### src/rtl/dff_shift_pkg.sv
// -----------------------------------------------------------------------------
// dff_shift_pkg
//
// Shared definitions for the dff_shift_reg register bank / serialiser.
//   state_t    : control FSM encoding (IDLE, SHIFT)
//   DIR_LEFT   : shift left, MSB leaves first
//   DIR_RIGHT  : shift right, LSB leaves first
//   serial_out : helper selecting the outgoing serial bit from the two ends
// -----------------------------------------------------------------------------
package dff_shift_pkg;

    typedef enum logic [0:0] {
        IDLE  = 1'b0,
        SHIFT = 1'b1
    } state_t;

    localparam logic DIR_LEFT  = 1'b0;
    localparam logic DIR_RIGHT = 1'b1;

    // Pick the bit currently leaving the register for the captured direction.
    function automatic logic serial_out(input logic dir_bit,
                                        input logic msb_bit,
                                        input logic lsb_bit);
        logic bit_s;
        if (dir_bit == DIR_RIGHT) begin
            bit_s = lsb_bit;
        end else begin
            bit_s = msb_bit;
        end
        return bit_s;
    endfunction

endpackage : dff_shift_pkg

### src/rtl/dff_cell.sv
// -----------------------------------------------------------------------------
// dff_cell
//
// One storage bit of the data bank: D flip-flop with clock enable and
// asynchronous active-low reset to 0.
//   clk   : rising-edge clock
//   rst_n : asynchronous active-low reset
//   en    : clock enable, 0 holds the stored bit
//   d     : next data bit
//   q     : stored bit
// -----------------------------------------------------------------------------
module dff_cell (
    input  logic clk,
    input  logic rst_n,
    input  logic en,
    input  logic d,
    output logic q
);

    logic q_d;
    logic q_q;

    // Next value: take d when enabled, otherwise keep the stored bit.
    always_comb begin
        q_d = q_q;
        if (en) begin
            q_d = d;
        end else begin
            q_d = q_q;
        end
    end

    // Storage flop with asynchronous clear.
    always_ff @(posedge clk or negedge rst_n) begin
        if (!rst_n) begin
            q_q <= 1'b0;
        end else begin
            q_q <= q_d;
        end
    end

    assign q = q_q;

endmodule : dff_cell

### src/rtl/dff_shift_reg.sv
// -----------------------------------------------------------------------------
// dff_shift_reg
//
// WIDTH-bit register bank with clock enable, parallel load and an automatic
// serialiser. A start request in IDLE loads d_par and captures dir; the block
// then shifts once per enabled clock for WIDTH shifts, filling the vacated end
// with d_ser, and pulses done after the last shift.
//
// Parameters:
//   WIDTH  : register width, 2..32
// Ports:
//   clk    : rising-edge clock
//   rst_n  : asynchronous active-low reset
//   en     : clock enable; 0 freezes load, shift, counter and state
//   start  : load request, honoured only in IDLE with en=1
//   dir    : 0 = shift left (MSB first), 1 = shift right (LSB first)
//   d_par  : parallel load word
//   d_ser  : serial input bit
//   q      : register contents
//   q_ser  : current outgoing serial bit (combinational from registers)
//   busy   : high while a shift sequence is in progress
//   done   : one-cycle pulse after the WIDTH-th shift
//   qn     : ~q, present only when DFF_SHIFT_QN_EN is defined
//
// Build option: define DFF_SHIFT_QN_EN to add the complementary output qn.
// -----------------------------------------------------------------------------
module dff_shift_reg
    import dff_shift_pkg::*;
#(
    parameter int WIDTH = 8
) (
    input  logic             clk,
    input  logic             rst_n,
    input  logic             en,
    input  logic             start,
    input  logic             dir,
    input  logic [WIDTH-1:0] d_par,
    input  logic             d_ser,
    output logic [WIDTH-1:0] q,
    output logic             q_ser,
    output logic             busy,
    output logic             done
`ifdef DFF_SHIFT_QN_EN
    ,
    output logic [WIDTH-1:0] qn
`endif
);

    // Counter only ever needs to reach WIDTH-1.
    localparam int                CNT_W    = $clog2(WIDTH);
    localparam logic [CNT_W-1:0]  CNT_LAST = CNT_W'(WIDTH - 1);
    localparam logic [CNT_W-1:0]  CNT_ONE  = CNT_W'(1);
    localparam logic [CNT_W-1:0]  CNT_ZERO = CNT_W'(0);

    state_t             state_q;
    state_t             state_d;
    logic [CNT_W-1:0]   cnt_q;
    logic [CNT_W-1:0]   cnt_d;
    logic               dir_q;
    logic               dir_d;
    logic               done_q;
    logic               done_d;
    logic [WIDTH-1:0]   bank_q;
    logic [WIDTH-1:0]   bank_d;
    logic               bank_en;

    // Next-state, counter, direction, done and data-bank next value.
    always_comb begin
        state_d = state_q;
        cnt_d   = cnt_q;
        dir_d   = dir_q;
        done_d  = 1'b0;
        bank_d  = bank_q;
        bank_en = 1'b0;

        case (state_q)
            IDLE: begin
                if (en && start) begin
                    bank_d  = d_par;
                    bank_en = 1'b1;
                    dir_d   = dir;
                    cnt_d   = CNT_ZERO;
                    state_d = SHIFT;
                end else begin
                    bank_en = 1'b0;
                end
            end
            SHIFT: begin
                // start is deliberately not looked at here: it is neither
                // queued nor flagged while a sequence is running.
                if (en) begin
                    bank_en = 1'b1;
                    if (dir_q == DIR_RIGHT) begin
                        bank_d = {d_ser, bank_q[WIDTH-1:1]};
                    end else begin
                        bank_d = {bank_q[WIDTH-2:0], d_ser};
                    end
                    if (cnt_q == CNT_LAST) begin
                        // Last shift: return the counter to its rest value
                        // rather than letting it wrap.
                        cnt_d   = CNT_ZERO;
                        state_d = IDLE;
                        done_d  = 1'b1;
                    end else begin
                        cnt_d   = cnt_q + CNT_ONE;
                    end
                end else begin
                    bank_en = 1'b0;
                end
            end
            default: begin
                state_d = IDLE;
                cnt_d   = CNT_ZERO;
            end
        endcase
    end

    // Control registers. done is not gated by en so the pulse lasts one edge.
    always_ff @(posedge clk or negedge rst_n) begin
        if (!rst_n) begin
            state_q <= IDLE;
            cnt_q   <= CNT_ZERO;
            dir_q   <= DIR_LEFT;
            done_q  <= 1'b0;
        end else begin
            state_q <= state_d;
            cnt_q   <= cnt_d;
            dir_q   <= dir_d;
            done_q  <= done_d;
        end
    end

    // Data bank: one enabled async-reset flop per bit.
    for (genvar i = 0; i < WIDTH; i++) begin : g_bank
        dff_cell u_cell (
            .clk   (clk),
            .rst_n (rst_n),
            .en    (bank_en),
            .d     (bank_d[i]),
            .q     (bank_q[i])
        );
    end

    assign q     = bank_q;
    assign q_ser = serial_out(dir_q, bank_q[WIDTH-1], bank_q[0]);
    assign busy  = (state_q == SHIFT);
    assign done  = done_q;

`ifdef DFF_SHIFT_QN_EN
    assign qn    = ~bank_q;
`endif

endmodule : dff_shift_reg

### config.mk
export PLATFORM = sky130hd
export DESIGN_NAME = dff_shift_reg
export DESIGN_NICKNAME = d
export VERILOG_FILES = /design/src/rtl/dff_shift_pkg.sv /design/src/rtl/dff_cell.sv /design/src/rtl/dff_shift_reg.sv
export SDC_FILE = /design/constraint.sdc
export NUM_CORES = 1
export LEC_CHECK = 0
export CAP_MARGIN = 15
export CORE_UTILIZATION = 30
export DETAILED_ROUTE_END_ITERATION = 8
export SLEW_MARGIN = 20
export SYNTH_ARGS = -nofsm -noshare
export SYNTH_HDL_FRONTEND = slang
export SYNTH_SLANG_ARGS = --single-unit
### constraint.sdc
create_clock -name clk -period 1.6 [get_ports clk]
set_input_delay 0.32 -clock clk [delete_from_list [all_inputs] [get_ports clk]]
set_output_delay 0.32 -clock clk [all_outputs]
set_load 0.005 [all_outputs]
==> metrics.yaml <==
required_ns: 1.28
ys_async_sr_fraction_pct: 100.0
cp_cell_sequence: "clkdlybuf4s50_1"
netlist.area_leader.share_pct: 40.94
crit_family: "buffers and inverters"
synthesis.nets: 94
peakVddDrop_mv: 0.9307
switching_share_pct: 32.71
startpoint_type: "flop"
fin_cells: 134
tightestPinTransition_ns: 0.3072
clkPwrFrac_pct: 13.4
wire_per_inst_um: 14.09
worstPathMaxFanout: 5
cts_sinks: 14
grtUsageMet3_pct: 4.918
dp_cells: 126
yosysMostFrequentCell: "dfrtp_1"
cts_htree_levels: 1
slowest_delay_ns: 0.52
setup_viol: 0
p_comb_share_pct: 52.5
setup_tns_ns: 0
pin_count: 25
start_util_pct: 31.30
period_share_pct: 97.33
path_class: "reg -> out"
synth_area_leaders: "dfrtp_1 41%, mux2_4 14%, o22ai_1 8.8%"
fin_crit_ns: 1.557
route.detailed.drc: 0
r2r_cells: 3
cp_slowest_cell: "clkdlybuf4s50_1"
grt-busiest-layer: "met2"
max_freq_mhz: 642.1
hold_viol_final: 0
min_path_type: "in -> async"
p_seq_share_pct: 34.0
grt_max_degree: 15
final_nets: 120
first_pass_iters: 4
cts_tree: "yes"
met1_usage_pct: 16.77
grt_pass1_vias: 635
critPathBufInv: 1
synth.largest_area_cell: "dfrtp_1"
drv_cap: 0
timing.critical_path.to_type: "output port"
power_density_nw_per_um2: 1706
ys_seq_elements: 14
dr_total_vias: 689
status: "complete, no violations"
clkSlewWorstSetupHoldPaths_ns: 0.10
grt_antenna_before_repair: 0
area_growth_pct: 34.80
p_int_mw: 1.325
die_height_um: 55.41
numCtsBuffers: 3
yosysSeqAreaShare_pct: 40.94
syn_area_um2: 855.8
finalClockSkew_ns: 0.01095
dp_hpwl_um: 1297
clk_path_buf_depth: 2
grt_usage_pct: 12.87
n_fill_cell: 260
cp.arrival_ns: 1.24
ys_types: 21
std_cell_rows: 19
crit-reg2reg-launch: "cnt_q[0]"
p_switching_uw: 644.0
cts-root-buf: "clkbuf_4"
leakagePower_nw: 0.4774
slew_headroom_pct: 79.30
antennaDiodeCount: 0
drt-vias-per-instance: 5.142
synthCells: 78
yosys_warnings: 0
grt_pass1_wl_um: 3001
postSynthAreaPerCell_um2: 10.97
use_met2_pct: 19.62
gp_congestion: 0.7404
drive_above_1_share_pct: 27.18
r2r-end: "cnt_q[2]"
port_buffers: 24
coreArea_um2: 2734
r2r_slack_ns: 0.37
drt_iter0_markers: 21
ys_top_cells_by_count: "14 x dfrtp_1, 12 x o22ai_1, 9 x a21oi_1, 9 x buf_4, 8 x mux2_4"
wl_um: 1888
die_area_um2: 3070
synth_edf_count: 0
clk_latency_ns: 0.29
gr-total-overflow: 0
ys.flop_type: "dfrtp_1"
die_w_um: 55.41
rsz0062_at_grt: "no"
slew_viol_final: 0
ant_nets: 0
-- state kept, by name (all words and copies together), names as in the netlist --
signal,count
busy,1
cnt_q,3
dir_q,1
done,1
g_bank.u_cell.q,8
-- cells in the final DEF, fill, tap and decap left out, drive strengths merged, types with 2 or more instances in the layout --
cell type      count
a21oi              9
a32o               2
buf               10
clkbuf             4
clkdlybuf4s50     23
dfrtp             14
ha                 2
mux2              10
nand2              3
nand3b             4
o21ai              5
o22ai             12
-- area by class of cell --
type,instances,area (um2),share of cell area [%]
inverters,1,3.754,0.3254
flip-flops and latches,14,354.1,30.69
repair buffers,34,315.3,27.33
multi-input cells,50,405.4,35.14
well taps,31,38.79,3.362
clock buffers,4,36.28,3.145
-- through the flow --
stage	hold slack (ns)	area (um2)	utilization (%)	total power [mW]	setup slack (ns)
global placement	0.4762	1080	39.50	1.614	0.07100
CTS	0.3424	1116	40.82	1.893	0.002374
detailed placement	0.4902	1080	39.50	1.633	0.04486
floorplan	0.02441	855.8	-	1.374	0.4162
finish	0.3266	1154	42.20	1.969	0.04273
global route	0.3427	1154	42.20	2.101	0.007102
-- metal layers --
metal / routed length [um] / share of wire (%) / vias to the layer above
met5: 0 / 0 / -
met4: 17 / 0.90 / 0
met3: 95 / 5.0 / 2
met2: 872 / 46 / 19
met1: 902 / 48 / 332
li1: - / - / 336
-- worst max-delay path by stage --
stage | endpoint | startpoint | cells past startpoint
5_1_grt | q[4] | g_bank[4].u_cell.q | 1
2_1_floorplan | cnt_q[2] | cnt_q[0] | 3
4_1_cts | q_ser | dir_q | 2
3_5_place_dp | dir_q | en | 4
6_report | q[7] | g_bank[7].u_cell.q | 1
3_3_place_gp | dir_q | en | 4
-- power groups by stage --
stage | registers (mW) | clock network (mW) | logic, mW
finish | 0.670 | 0.264 | 1.03
global route | 0.694 | 0.291 | 1.12
CTS | 0.695 | 0.269 | 0.929
detailed placement | 0.699 | 0 | 0.933
global placement | 0.693 | 0 | 0.921
floorplan | 0.634 | 0 | 0.740
-- kinds of logic after synthesis --
logic type / synth area share (%)
compound gates: 20.17
buf+inv: 12.13
flops: 40.94
mux: 16.67
simple gates: 7.164
fa+ha+maj: 2.924
-- what timing repair did --
item,4_1_cts,5_1_grt
gates resized for setup,2,4
gates cloned,0,0
hold buffers,0,0
endpoints found under the setup margin,2,6
buffers inserted,0,4
No activity file was read; power rests on OpenSTA's default activity.
